### src/rtl/mux_nway_arb.sv
// mux_nway_arb: N-channel, W-bit multiplexer with valid/ready handshakes.
// The source channel is picked by round-robin, by fixed priority (lowest
// index wins) or by a manual force select. The chosen word is captured in a
// one-entry output register that can drain and reload on the same edge.
//
// Handshake semantics (every port pair): a word moves across an interface on
// a rising clk edge where valid & ready are both high. Producers hold data
// stable while valid is high and ready is low. in_ready is combinational and
// depends on in_valid, mode, force_en, force_sel, out_ready and the register
// state; out_valid/out_data/out_chan come straight from flops.
//
// CHANNELS must be >= 2 and SEL_W must equal ceil(log2(CHANNELS)).
module mux_nway_arb #(
  parameter int WIDTH    = 16,
  parameter int CHANNELS = 4,
  parameter int SEL_W    = 2
) (
  input  logic                      clk,
  input  logic                      rst,
  input  logic [CHANNELS*WIDTH-1:0] in_data,
  input  logic [CHANNELS-1:0]       in_valid,
  output logic [CHANNELS-1:0]       in_ready,
  input  logic                      mode,
  input  logic                      force_en,
  input  logic [SEL_W-1:0]          force_sel,
  output logic [WIDTH-1:0]          out_data,
  output logic [SEL_W-1:0]          out_chan,
  output logic                      out_valid,
  input  logic                      out_ready,
  output logic                      dbg_state
);

  // Output register occupancy.
  typedef enum logic {
    S_EMPTY = 1'b0,
    S_FULL  = 1'b1
  } state_t;

  state_t              r_state;
  state_t              w_state_nxt;
  logic [WIDTH-1:0]    r_data;
  logic [SEL_W-1:0]    r_chan;
  logic [SEL_W-1:0]    r_ptr;

  logic [CHANNELS-1:0] w_elig;
  logic [CHANNELS-1:0] w_req;
  logic [CHANNELS-1:0] w_grant;
  logic [SEL_W-1:0]    w_gidx;
  logic [SEL_W-1:0]    w_ptr_nxt;
  logic [WIDTH-1:0]    w_sel_data;
  logic                w_can_load;
  logic                w_load;

  // Eligibility: force restricts to one channel; an out-of-range force_sel
  // matches no index, so nothing is eligible.
  always_comb begin
    w_elig = '0;
    for (int i = 0; i < CHANNELS; i++) begin
      w_elig[i] = force_en ? (force_sel == SEL_W'(i)) : 1'b1;
    end
  end

  assign w_req = in_valid & w_elig;

  // Grant: scan eligible requests starting at ptr (round-robin) or at 0
  // (fixed priority); first hit wins, so the grant is at most one-hot.
  // With force active only one request can be set, so the start point does
  // not matter there.
  always_comb begin : p_grant
    int   base;
    int   idx;
    logic found;
    w_grant    = '0;
    w_gidx     = '0;
    w_sel_data = '0;
    found      = 1'b0;
    idx        = 0;
    base       = mode ? 0 : int'(r_ptr);
    for (int k = 0; k < CHANNELS; k++) begin
      idx = base + k;
      if (idx >= CHANNELS) idx = idx - CHANNELS;
      if (!found && w_req[idx]) begin
        found        = 1'b1;
        w_grant[idx] = 1'b1;
        w_gidx       = SEL_W'(idx);
        w_sel_data   = in_data[idx*WIDTH +: WIDTH];
      end
    end
  end

  // Load when the register is empty or draining this cycle; no transfer is
  // offered while reset is held.
  assign w_can_load = (r_state == S_EMPTY) | out_ready;
  assign w_load     = w_can_load & (|w_req) & ~rst;
  assign in_ready   = rst ? '0 : (w_grant & {CHANNELS{w_can_load}});

  // Pointer moves past the granted channel, wrapping at CHANNELS-1.
  always_comb begin
    w_ptr_nxt = w_gidx + 1'b1;
    if (w_gidx == SEL_W'(CHANNELS - 1)) w_ptr_nxt = '0;
  end

  // Next occupancy: a load always fills; a drain without load empties.
  always_comb begin
    w_state_nxt = r_state;
    if (w_load) begin
      w_state_nxt = S_FULL;
    end else if ((r_state == S_FULL) && out_ready) begin
      w_state_nxt = S_EMPTY;
    end
  end

  // Occupancy register.
  always_ff @(posedge clk or posedge rst) begin
    if (rst) r_state <= S_EMPTY;
    else     r_state <= w_state_nxt;
  end

  // Captured word, source index and round-robin pointer; held otherwise.
  always_ff @(posedge clk or posedge rst) begin
    if (rst) begin
      r_data <= '0;
      r_chan <= '0;
      r_ptr  <= '0;
    end else if (w_load) begin
      r_data <= w_sel_data;
      r_chan <= w_gidx;
      r_ptr  <= w_ptr_nxt;
    end
  end

  assign out_data  = r_data;
  assign out_chan  = r_chan;
  assign out_valid = (r_state == S_FULL);
  assign dbg_state = r_state;

endmodule

### config.mk
export PLATFORM = sky130hd
export DESIGN_NAME = mux_nway_arb
export DESIGN_NICKNAME = d
export VERILOG_FILES = /design/src/rtl/mux_nway_arb.sv
export SDC_FILE = /design/constraint.sdc
export NUM_CORES = 1
export LEC_CHECK = 0
export ABC_AREA = 1
export ABC_CLOCK_PERIOD_IN_PS = 3100
export CORE_UTILIZATION = 27
export CTS_CLUSTER_SIZE = 10
export DETAILED_ROUTE_END_ITERATION = 16
export PLACE_DENSITY = 0.62
export SETUP_SLACK_MARGIN = 0.15
export SYNTH_ARGS = -nofsm -noshare
export SYNTH_HDL_FRONTEND = slang
export SYNTH_SLANG_ARGS = --single-unit
### constraint.sdc
create_clock -name clk -period 3.1 [get_ports clk]
set_input_delay 0.775 -clock clk [delete_from_list [all_inputs] [get_ports clk]]
set_output_delay 0.775 -clock clk [all_outputs]
set_load 0.02 [all_outputs]
# Word level (Yosys, flattened, before mapping)
# Cells that the tools add are included.
dict set report classes {
  mux 48
  n_lt_le_gt_ge 12
  n_reduce_logical 14
  eq_ne 4
  bitwise_logic 10
  add_sub_neg 8
  shifts 4
}
# operator count
set ops {}
lappend ops {{64-bit by 32-bit variable part select with 16-bit output} 4}
lappend ops {{32-bit by 1-bit >= comparator with 1-bit output, second input constant} 4}
lappend ops {{32-bit by 4-bit < comparator with 1-bit output, second input constant} 4}
lappend ops {{32-bit two-way mux} 4}
lappend ops {{16-bit two-way mux} 4}
lappend ops {{1-bit two-way mux} 21}
lappend ops {{4-bit two-way mux} 5}
lappend ops {{2-bit two-way mux} 6}
lappend ops {{4-bit bitwise OR} 3}
lappend ops {{3-bit by 3-bit subtractor with 4-bit output, second input constant} 3}
lappend ops {{3-bit >= comparator, second input constant} 3}
lappend ops {{4-bit AND} 2}
lappend ops {{1-bit binary-select mux with 2-bit select} 4}
lappend ops {{1-bit demux with 2-bit select} 4}
lappend ops {{1-bit logical AND} 8}
lappend ops {{2-bit by 2-bit adder with 3-bit output, second input constant} 2}
lappend ops {{2-bit == test, second input constant} 3}
lappend ops {{4-bit OR reduction} 1}
lappend ops {{2-bit by 3-bit subtractor with 4-bit output, second input constant} 1}
lappend ops {{2-bit by 1-bit adder with 3-bit output, second input constant} 1}
lappend ops {{2-bit by 3-bit >= comparator with 1-bit output, second input constant} 1}
lappend ops {{1-bit logical NOT} 3}
lappend ops {{2-bit by 1-bit adder with 2-bit output, second input constant} 1}
lappend ops {{1-bit AND} 2}
lappend ops {{other kinds (5)} 6}
dict set report totals {
  regBits 21
  out_inout_bits 24
  elab_cells 104
}

# Longest topological paths before layout
# Gate-level depths: netlist of run 1.
dict set report depth {
  depth_word 18
  ltp_mapped 19
  ltp_nobuf 15
}

# Least setup slack after synthesis of run 1
# Ideal clock, no wire load.
dict set report synth_path {
  kind {input to output}
  start {in mode}
  end {out in_ready[0]}
  required_time_ps 2325
  path_stages 14
  setup_slack_ps -405
  t_arrival_ps 2730
  n_path_buf 5
  cell_sequence {inv_2 -> nand2_2 -> buf_6 -> buf_6 -> buf_2 -> ha_1 -> buf_2 -> nand3_1 -> nand2_1 -> nand2_1 -> nor2_2 -> buf_4 -> nand3_1 -> a21oi_1}
}
dict set report synth_between {
  elab_chain_len 18
}
# item line_no
set synth_rtl {}
lappend synth_rtl {{start, declared} 23} ;# input logic mode,
lappend synth_rtl {{2-bit two-way mux *} 78} ;# base = mode ? 0 : int'(r_ptr);
lappend synth_rtl {{branches (longest 14 deep; another with 32-bit by 1-bit >= comparator with 1-bit output)} --}
lappend synth_rtl {{4-bit two-way mux *} 82} ;# if (!found && w_req[idx]) begin
lappend synth_rtl {{4-bit AND *} 95} ;# assign in_ready = rst ? '0 : (w_grant & {CHANNELS{w_can_load}});
lappend synth_rtl {{4-bit two-way mux *} 95}
lappend synth_rtl {{end, declared} 22} ;# output logic [CHANNELS-1:0] in_ready,
# Mark *: on every way between the ends. The select of a mux whose other input is x is not followed.

# Worst setup path in the final report of run 1
# Same ends and word-level chain as after synthesis.

==> impl_metrics.toml, run 1 <==
[timing]
clock.fmax_mhz = 334
fin_tns_setup_ns = 0
slew_headroom_pct = 46.0
hold_viol_final = 0
finalClockSkew_ns = 0.00227
finalCriticalPeriod_ns = 2.99
setup_viol = 0
drv_slew = 0
worst_pin_slew_ns = 0.809
finalCritPeriodShare_pct = 96.6
rsz0062_at_grt = "yes"

[synth]
syn_area_um2 = 3540
syn_inst = 691
synth_edf_count = 0
ys_seq_area_share_pct = 14.8
yosysWarnings = 0
synth_seq_cells = 21
ys_types = 24
async_flop_share_pct = 100
yosysTopAreaCell = "nand2_1"
synth.area.top_cells = "nand2_1, dfrtp_1, nand3_1"
synth_top_area_share_pct = 24.3
ys.flop_type = "dfrtp_1"
syn-num-nets = 775
syn_avg_cell_area_um2 = 5.12

[clock_network]
clk_pin_slew_worst_paths_ns = 0.06
cts_inserted_buffers = 3
cts_buffer_depth = 2
hold_buffers = 0
cts_sinks = 21
root_buffer = "clkbuf_16"
cts_max_level = 1
clk_latency_ns = 0.25
tritoncts = "done"

[worst_setup_path]
worst-setup-path-type = "in2out"
critPathArrivalTime_ns = 2.22
end_kind = "output pin"
cp_max_fo = 5
worstPathRequired_ns = 2.32
critPathLaunchType = "input port"

[grt]
antenna_found_initial = 0
grt_usage_pct = 18.5
use_met1_pct = 23.8
grt_pass1_wl_um = 20100
grt-busiest-layer = "met2"
grt_pass1_vias = 4249
use_met2_pct = 34.4
grt_overflow_total = 0
grt_max_degree = 57
grt_use_met3_pct = 1.50

[power]
switching_share_pct = 53.2
seq_power_share_pct = 12.4
leakagePower_nw = 2.68
power.density_nw_per_um2 = 742
combPwrFrac_pct = 80.6
p_switching_w = 0.00209
p_clk_share_pct = 7.0
ir_drop_v = 0.000259
p_int_w = 0.00184

[floorplanning]
die_h_um = 117
die_x_um = 117
pin_count = 99
start_util_pct = 27.8
std_cell_rows = 41
core_um2 = 12700
design.die.area_um2 = 13600

[cells_and_area]
areaGrowthSynthToFinish_pct = 49.4
final_common_cell = "nand2_1"
fin_area_um2 = 5290
nets = 880
final_cell_mix = "nand2_1, nor2_1, clkdlybuf4s50_1"
drive_gt1_share_pct = 14.6
n_antenna_cell = 0

[outcome]
status = "complete, no violations"

[route]
drc = 0
routed_wl_um = 12300
first_pass_iters = 5
post_drt_wl_per_cell_um = 12.8
vias = 4569
vias_per_cell = 4.72
drtAntennaViolNets = 0
drt_iter0_markers = 269

[place]
place_area_um2 = 4970
io_buffers = 98
dp_hpwl_um = 9180
place.gp.congestion = 0.904

[job]
cap_violations = 0

[min_path]
worst_hold_path_type = "reg2reg"
power by group through the flow:
stage	Sequential (W)	Combinational, W	Clock, W
floorplan	0.000617	0.00189	0
global placement	0.000492	0.00297	0
detailed placement	0.000491	0.00299	0
CTS	0.000492	0.00313	0.000282
global route	0.000505	0.00353	0.000293
finish	0.000488	0.00316	0.000273
flip-flops by register name, summed over array words and instances (netlist names):
signal / cells
dbg_state: 1
out_chan: 2
out_data: 16
r_ptr: 2
per-layer routing:
metal	wire (um)	vias up
met4	134	0
met3	496	8
met1	5680	2025
li1	-	2411
met5	0	-
met2	6040	125
final timing paths:
kind	slack, ns	start	cells past startpoint	to
worst max-delay path	0.11	mode	12	in_ready[0]
worst min-delay path	0.48	out_data[14]	2	out_data[14]
worst max register to register	0.67	r_ptr[0]	16	r_ptr[1]
worst min register to register	0.48	out_data[14]	2	out_data[14]
max in group asynchronous	1.59	rst	2	out_chan[1]
min in group asynchronous	1.01	rst	2	dbg_state
per-stage QoR:
| step | total power (W) | std cells | hold WS (ns) | setup WS [ns] | utilization [%] |
|---|---|---|---|---|---|
| 2_1_floorplan | 0.00251 | 691 | 0.449 | -0.0705 | - |
| 3_3_place_gp | 0.00347 | 959 | 0.467 | -0.957 | 39.1 |
| 3_5_place_dp | 0.00348 | 959 | 0.466 | -0.978 | 39.1 |
| 4_1_cts | 0.00391 | 967 | 0.482 | 0.150 | 41.3 |
| 5_1_grt | 0.00433 | 967 | 0.517 | 0.0200 | 41.6 |
| 6_report | 0.00392 | 967 | 0.482 | 0.107 | 41.6 |
cell usage after synthesis, types with 4 or more instances:
cell type and number:
nand2_1 229, nor2_1 112, nand3_1 90, o21ai_0 65, inv_1 56, dfrtp_1 21
buf_2 18, o21ai_1 16, o22ai_1 16, clkbuf_1 12, ha_1 9, buf_4 7
a21oi_1 6, buf_6 6, or2_0 6, inv_2 4, nand2_2 4
cell families (layout without fill, tap and decap cells):
group                    count (synthesis)  count (layout)  synth area share (%)
flip-flops                              21              21                  14.8
AND/OR/NAND/NOR                        448             448                  52.2
AO/OA/AOI/OAI                          106             106                  15.8
adder cells (fa/ha/maj)                  9               9                  3.18
buffers and inverters                  107             211                  14.0
final cells by class:
type / count / area, um2
clock buffers: 3 / 75.1
clock inverters: 1 / 5.00
fillers: 1387 / 7430
inverters: 61 / 246
multi-input cells: 563 / 2830
flip-flops and latches: 21 / 526
well taps: 172 / 215
repair buffers: 146 / 1400
what timing repair did:
action,in CTS,in global routing
pin swaps,29,11
setup buffers,4,0
gates resized for setup,97,9
endpoints found under the setup margin,23,4
critical path, stage by stage:
cell and delay, ns:
buf_8 0.11, buf_6 0.11, nor2_4 0.19, buf_6 0.15, nand3_4 0.08, nand3_1 0.14
nand2_4 0.10, nand3_4 0.17, nor2_4 0.04, nor2_2 0.13, a21oi_4 0.07, buf_6 0.14
No activity file was read; power rests on OpenSTA's default activity.
==> run 2: changes to the inputs <==
--- a/config.mk
+++ b/config.mk
@@ -6,11 +6,11 @@
 export NUM_CORES = 1
 export LEC_CHECK = 0
 export ABC_AREA = 1
-export ABC_CLOCK_PERIOD_IN_PS = 3100
+export ABC_CLOCK_PERIOD_IN_PS = 3400
 export CORE_UTILIZATION = 27
 export CTS_CLUSTER_SIZE = 10
 export DETAILED_ROUTE_END_ITERATION = 16
-export PLACE_DENSITY = 0.62
+export PLACE_DENSITY = 0.6
 export SETUP_SLACK_MARGIN = 0.15
 export SYNTH_ARGS = -nofsm -noshare
 export SYNTH_HDL_FRONTEND = slang
==> constraint.sdc (replaced) <==
create_clock -name clk -period 3.4 [get_ports clk]
set_input_delay 0.85 -clock clk [delete_from_list [all_inputs] [get_ports clk]]
set_output_delay 0.85 -clock clk [all_outputs]
set_load 0.02 [all_outputs]
==> impl_metrics.toml, run 2 (synthesized netlist as in run 1, its figures left out) <==
[timing]
clock.fmax_mhz = 311
finalCritPeriodShare_pct = 94.4
finalCriticalPeriod_ns = 3.21
fin_tns_setup_ns = 0
hold_viol_final = 0
finalClockSkew_ns = 0.00289
slew_headroom_pct = 45.0
holdWs_ns = 0.484
setup_viol = 0
rsz0062_at_grt = "no"
drv_slew = 0
worst_pin_slew_ns = 0.824

[floorplanning]
core_um2 = 12700
die_h_um = 117
design.die.area_um2 = 13600
pin_count = 99
die_x_um = 117
start_util_pct = 27.8
std_cell_rows = 41

[power]
leakagePower_nw = 2.73
power.density_nw_per_um2 = 679
ir_drop_v = 0.000236

[worst_setup_path]
worst-setup-path-type = "in2out"
critPathArrivalTime_ns = 2.36
critPathLaunchType = "input port"
cp_max_fo = 5
worstPathRequired_ns = 2.55
end_kind = "output pin"

[grt]
grt_max_degree = 61
grt_overflow_total = 0
grt_usage_pct = 18.6
grt_pass1_vias = 4242
antenna_found_initial = 0
grt_pass1_wl_um = 20000

[route]
drc = 0
vias_per_cell = 4.67
drt_iter0_markers = 261
routed_wl_um = 12600
vias = 4548
drtAntennaViolNets = 0
post_drt_wl_per_cell_um = 12.9
first_pass_iters = 4

[cells_and_area]
largest_reg_flops = 16
fillCellCount = 1427
n_antenna_cell = 0
nets = 886
areaGrowthSynthToFinish_pct = 50.6
layoutNonFillerInstCount = 973
regArea_um2 = 526
final_cell_mix = "nand2_1, nor2_1, clkdlybuf4s50_1"
fin_util_pct = 41.9
drive_gt1_share_pct = 15.1
multi_input_area_um2 = 2810
final_common_cell = "nand2_1"

[clock_network]
cts_sinks = 21
clk_latency_ns = 0.25
cts_max_level = 1
cts_inserted_buffers = 3
clk_pin_slew_worst_paths_ns = 0.05
root_buffer = "clkbuf_16"
cts_buffer_depth = 2
tritoncts = "done"

[place]
dp.cells = 957
io_buffers = 98
dp_hpwl_um = 9120
place.gp.congestion = 0.893

[job]
cap_violations = 0

[min_path]
worst_hold_path_type = "reg2reg"

[outcome]
status = "complete, no violations"
[run 2: cell type report]
type	count	share of cell area [%]
clock buffer	4	1.48
inverter	61	4.55
multi-input combinational	563	52.8
sequential	21	9.85
tap	172	4.03
timing repair buffer	152	27.3
[run 2: report_power, final]
group	total, W	leakage [nW]	internal (W)	switching, W
registers	0.000441	0.269	0.000368	0.0000737
clock network	0.000247	0.0382	0.000160	0.0000874
logic	0.00294	2.42	0.00119	0.00174
[run 2: what timing repair did]
action,in CTS,in global routing
pin swaps,4,16
setup buffers,4,8
hold buffers,0,0
resized for setup,42,56
endpoints found under the setup margin,4,4
[run 2: worst max-delay path, stage by stage]
cell and delay [ns]:
buf_6 0.11, buf_4 0.13, nor2_4 0.19, buf_6 0.13
nand3_4 0.09, nand2_4 0.08, nand2_2 0.07, nand2_4 0.09
nand3_4 0.14, nor2_2 0.16, nor2_2 0.06, a21oi_4 0.11
buf_6 0.13
[run 2: metal layers]
layer  GRT usage (%)  wire, um  vias up
met5               0         0        -
met4            4.44       198        0
met3            1.82       603       15
met2            32.5      6100      119
met1            24.4      5660     1993
li1                -         -     2421
[run 2: final timing paths]
| check | startpoint | endpoint | slack (ns) | cells past startpoint |
|---|---|---|---|---|
| max in group asynchronous | rst | out_data[11] | 1.79 | 2 |
| min in group asynchronous | rst | dbg_state | 1.09 | 2 |
| max reg2reg | r_ptr[0] | r_ptr[1] | 0.99 | 15 |
| min | out_data[12] | out_data[12] | 0.48 | 2 |
| min reg2reg | out_data[12] | out_data[12] | 0.48 | 2 |
| max | mode | in_ready[2] | 0.19 | 13 |
[run 2: metrics by stage]
step | cell area, um2 | total power (W) | worst slack, ns
final | 5330 | 0.00362 | 0.189
after global placement | 4980 | 0.00319 | -0.837
after global routing | 5330 | 0.00401 | 0.117
after detailed placement | 4980 | 0.00320 | -0.894
after floorplan | 3700 | 0.00229 | 0.0795
after CTS | 5120 | 0.00351 | 0.157
==> run 3: changes to the inputs <==
--- a/config.mk
+++ b/config.mk
@@ -7,6 +7,7 @@
 export LEC_CHECK = 0
 export ABC_AREA = 1
 export ABC_CLOCK_PERIOD_IN_PS = 3400
+export CORE_MARGIN = 2
 export CORE_UTILIZATION = 27
 export CTS_CLUSTER_SIZE = 10
 export DETAILED_ROUTE_END_ITERATION = 16
==> impl_metrics.toml, run 3 (synthesized netlist as in run 1, its figures left out) <==
[clock_network]
cts_sinks = 21
cts_max_level = 1
clk_latency_ns = 0.25
cts_buffer_depth = 2
root_buffer = "clkbuf_16"
tritoncts = "done"
clk_pin_slew_worst_paths_ns = 0.06
cts_inserted_buffers = 3

[worst_setup_path]
r2r_end = "r_ptr[1]"
critPathArrivalTime_ns = 2.32
reg2reg_depth = 15
worstPathRequired_ns = 2.55
reg2reg_from = "r_ptr[0]"
worst-setup-path-type = "in2out"
cp_max_fo = 7
critPathLaunchType = "input port"
regToRegSetupSlack_ns = 1.00
end_kind = "output pin"

[cells_and_area]
fin_util_pct = 40.7
final_common_cell = "nand2_1"
nets = 873
largest_reg_flops = 16
final_cell_mix = "nand2_1, nor2_1, clkdlybuf4s50_1"
n_antenna_cell = 0
areaGrowthSynthToFinish_pct = 46.3
fillCellCount = 1473
drive_gt1_share_pct = 12.7

[place]
place.gp.congestion = 0.948
place_ws_ns = -0.861
io_buffers = 98
dp_hpwl_um = 9330

[power]
power.density_nw_per_um2 = 682
leakagePower_nw = 2.66
p_total_w = 0.00353
ir_drop_v = 0.000243

[timing]
hold_viol_final = 0
worst_pin_slew_ns = 0.811
setup_viol = 0
clock.fmax_mhz = 315
finalWorstSetupSlack_ns = 0.229
rsz0062_at_grt = "no"
finalCritPeriodShare_pct = 93.3
finalCriticalPeriod_ns = 3.17
drv_slew = 0
slew_headroom_pct = 45.9
finalClockSkew_ns = 0.00402

[outcome]
status = "complete, no violations"

[route]
vias_per_cell = 4.75
drc = 0
first_pass_iters = 4
drt_iter0_markers = 318
post_drt_wl_per_cell_um = 13.0
routed_wl_um = 12400
drtAntennaViolNets = 0
vias = 4562

[grt]
antenna_found_initial = 0
grt_overflow_total = 0
grt_pass1_vias = 4235
grt_usage_pct = 17.3
grt_max_degree = 73
grt_pass1_wl_um = 20400

[floorplanning]
pin_count = 99
std_cell_rows = 41
die_h_um = 119
core_um2 = 12700
die_x_um = 119
start_util_pct = 27.8
design.die.area_um2 = 14000

[min_path]
whs_endpoint = "out_data[14]"
worst_hold_path_type = "reg2reg"
holdPathStages = 2
hp-start = "out_data[14]"

[job]
cap_violations = 0
==> run 3: changes by cell type in the layout (fill, tap and decap cells not counted), moves of 2 or more <==
cell / change
nand3_1: -2
o21ai_1: +4
buf_6: -6
nand2_1: +2
nand2_4: -2
dlymetal6s2s_1: +2
nand3_2: +3
nor2_1: +3
dlygate4sd2_1: -2
o21ai_2: -4
nor2_4: -4
buf_4: -8
==> run 3: critical path, cell delays in order <==
cell and delay, ns:
buf_4 0.14, inv_12 0.06, nand2_4 0.06, buf_4 0.18, nand3_2 0.10, nand3_1 0.11
nand2_4 0.13, nand2_2 0.08, nor2_4 0.13, buf_12 0.13, nand3_4 0.06, a21oi_4 0.14
buf_6 0.13
==> run 3: routing by layer <==
metal,GRT usage [%],up-vias,share of wire [%],wire [um]
met5,0,-,0,0
met4,1.86,0,0.62,77
met3,1.98,6,4.0,497
met2,31.4,106,49,6070
met1,22.4,2052,47,5790
li1,-,2398,-,-
==> run 3: how the worst max path moves through the flow <==
stage / from / endpoint / depth (start not counted)
6_report: mode / in_ready[2] / 13
3_5_place_dp: mode / in_ready[0] / 13
5_1_grt: mode / in_ready[2] / 13
4_1_cts: in_valid[3] / in_ready[1] / 10
2_1_floorplan: mode / in_ready[2] / 14
3_3_place_gp: mode / in_ready[0] / 13
==> run 3: where the power goes <==
group	total [W]	switching (W)	internal, W
combinational	0.00284	0.00171	0.00113
sequential	0.000442	0.0000751	0.000367
clock	0.000253	0.0000941	0.000159
total	0.00353	0.00188	0.00166
==> run 3: final cells by class <==
class	count	area, um2	area share (%)
sequential	21	526	10.1
tap	172	215	4.15
clock buffer	3	75.1	1.45
multi-input combinational	563	2760	53.2
clock inverter	1	7.51	0.145
timing repair buffer	139	1360	26.2
inverter	61	244	4.71
==> run 3: what timing repair did <==
| action | 4_1_cts | 5_1_grt |
|---|---|---|
| hold buffers | 0 | 0 |
| endpoints found under the setup margin | 5 | 4 |
| pin swaps | 1 | 12 |
| gates resized for setup | 37 | 40 |
| buffers inserted | 0 | 3 |
==> run 3: stage by stage <==
step | instance area, um2 | instances | hold WS, ns | setup TNS [ns]
finish | 5180 | 960 | 0.480 | 0
global route | 5180 | 960 | 0.503 | 0
CTS | 5050 | 957 | 0.481 | 0
detailed placement | 4960 | 953 | 0.464 | -4.62
global placement | 4960 | 953 | 0.464 | -4.31
floorplan | 3700 | 691 | 0.449 | 0
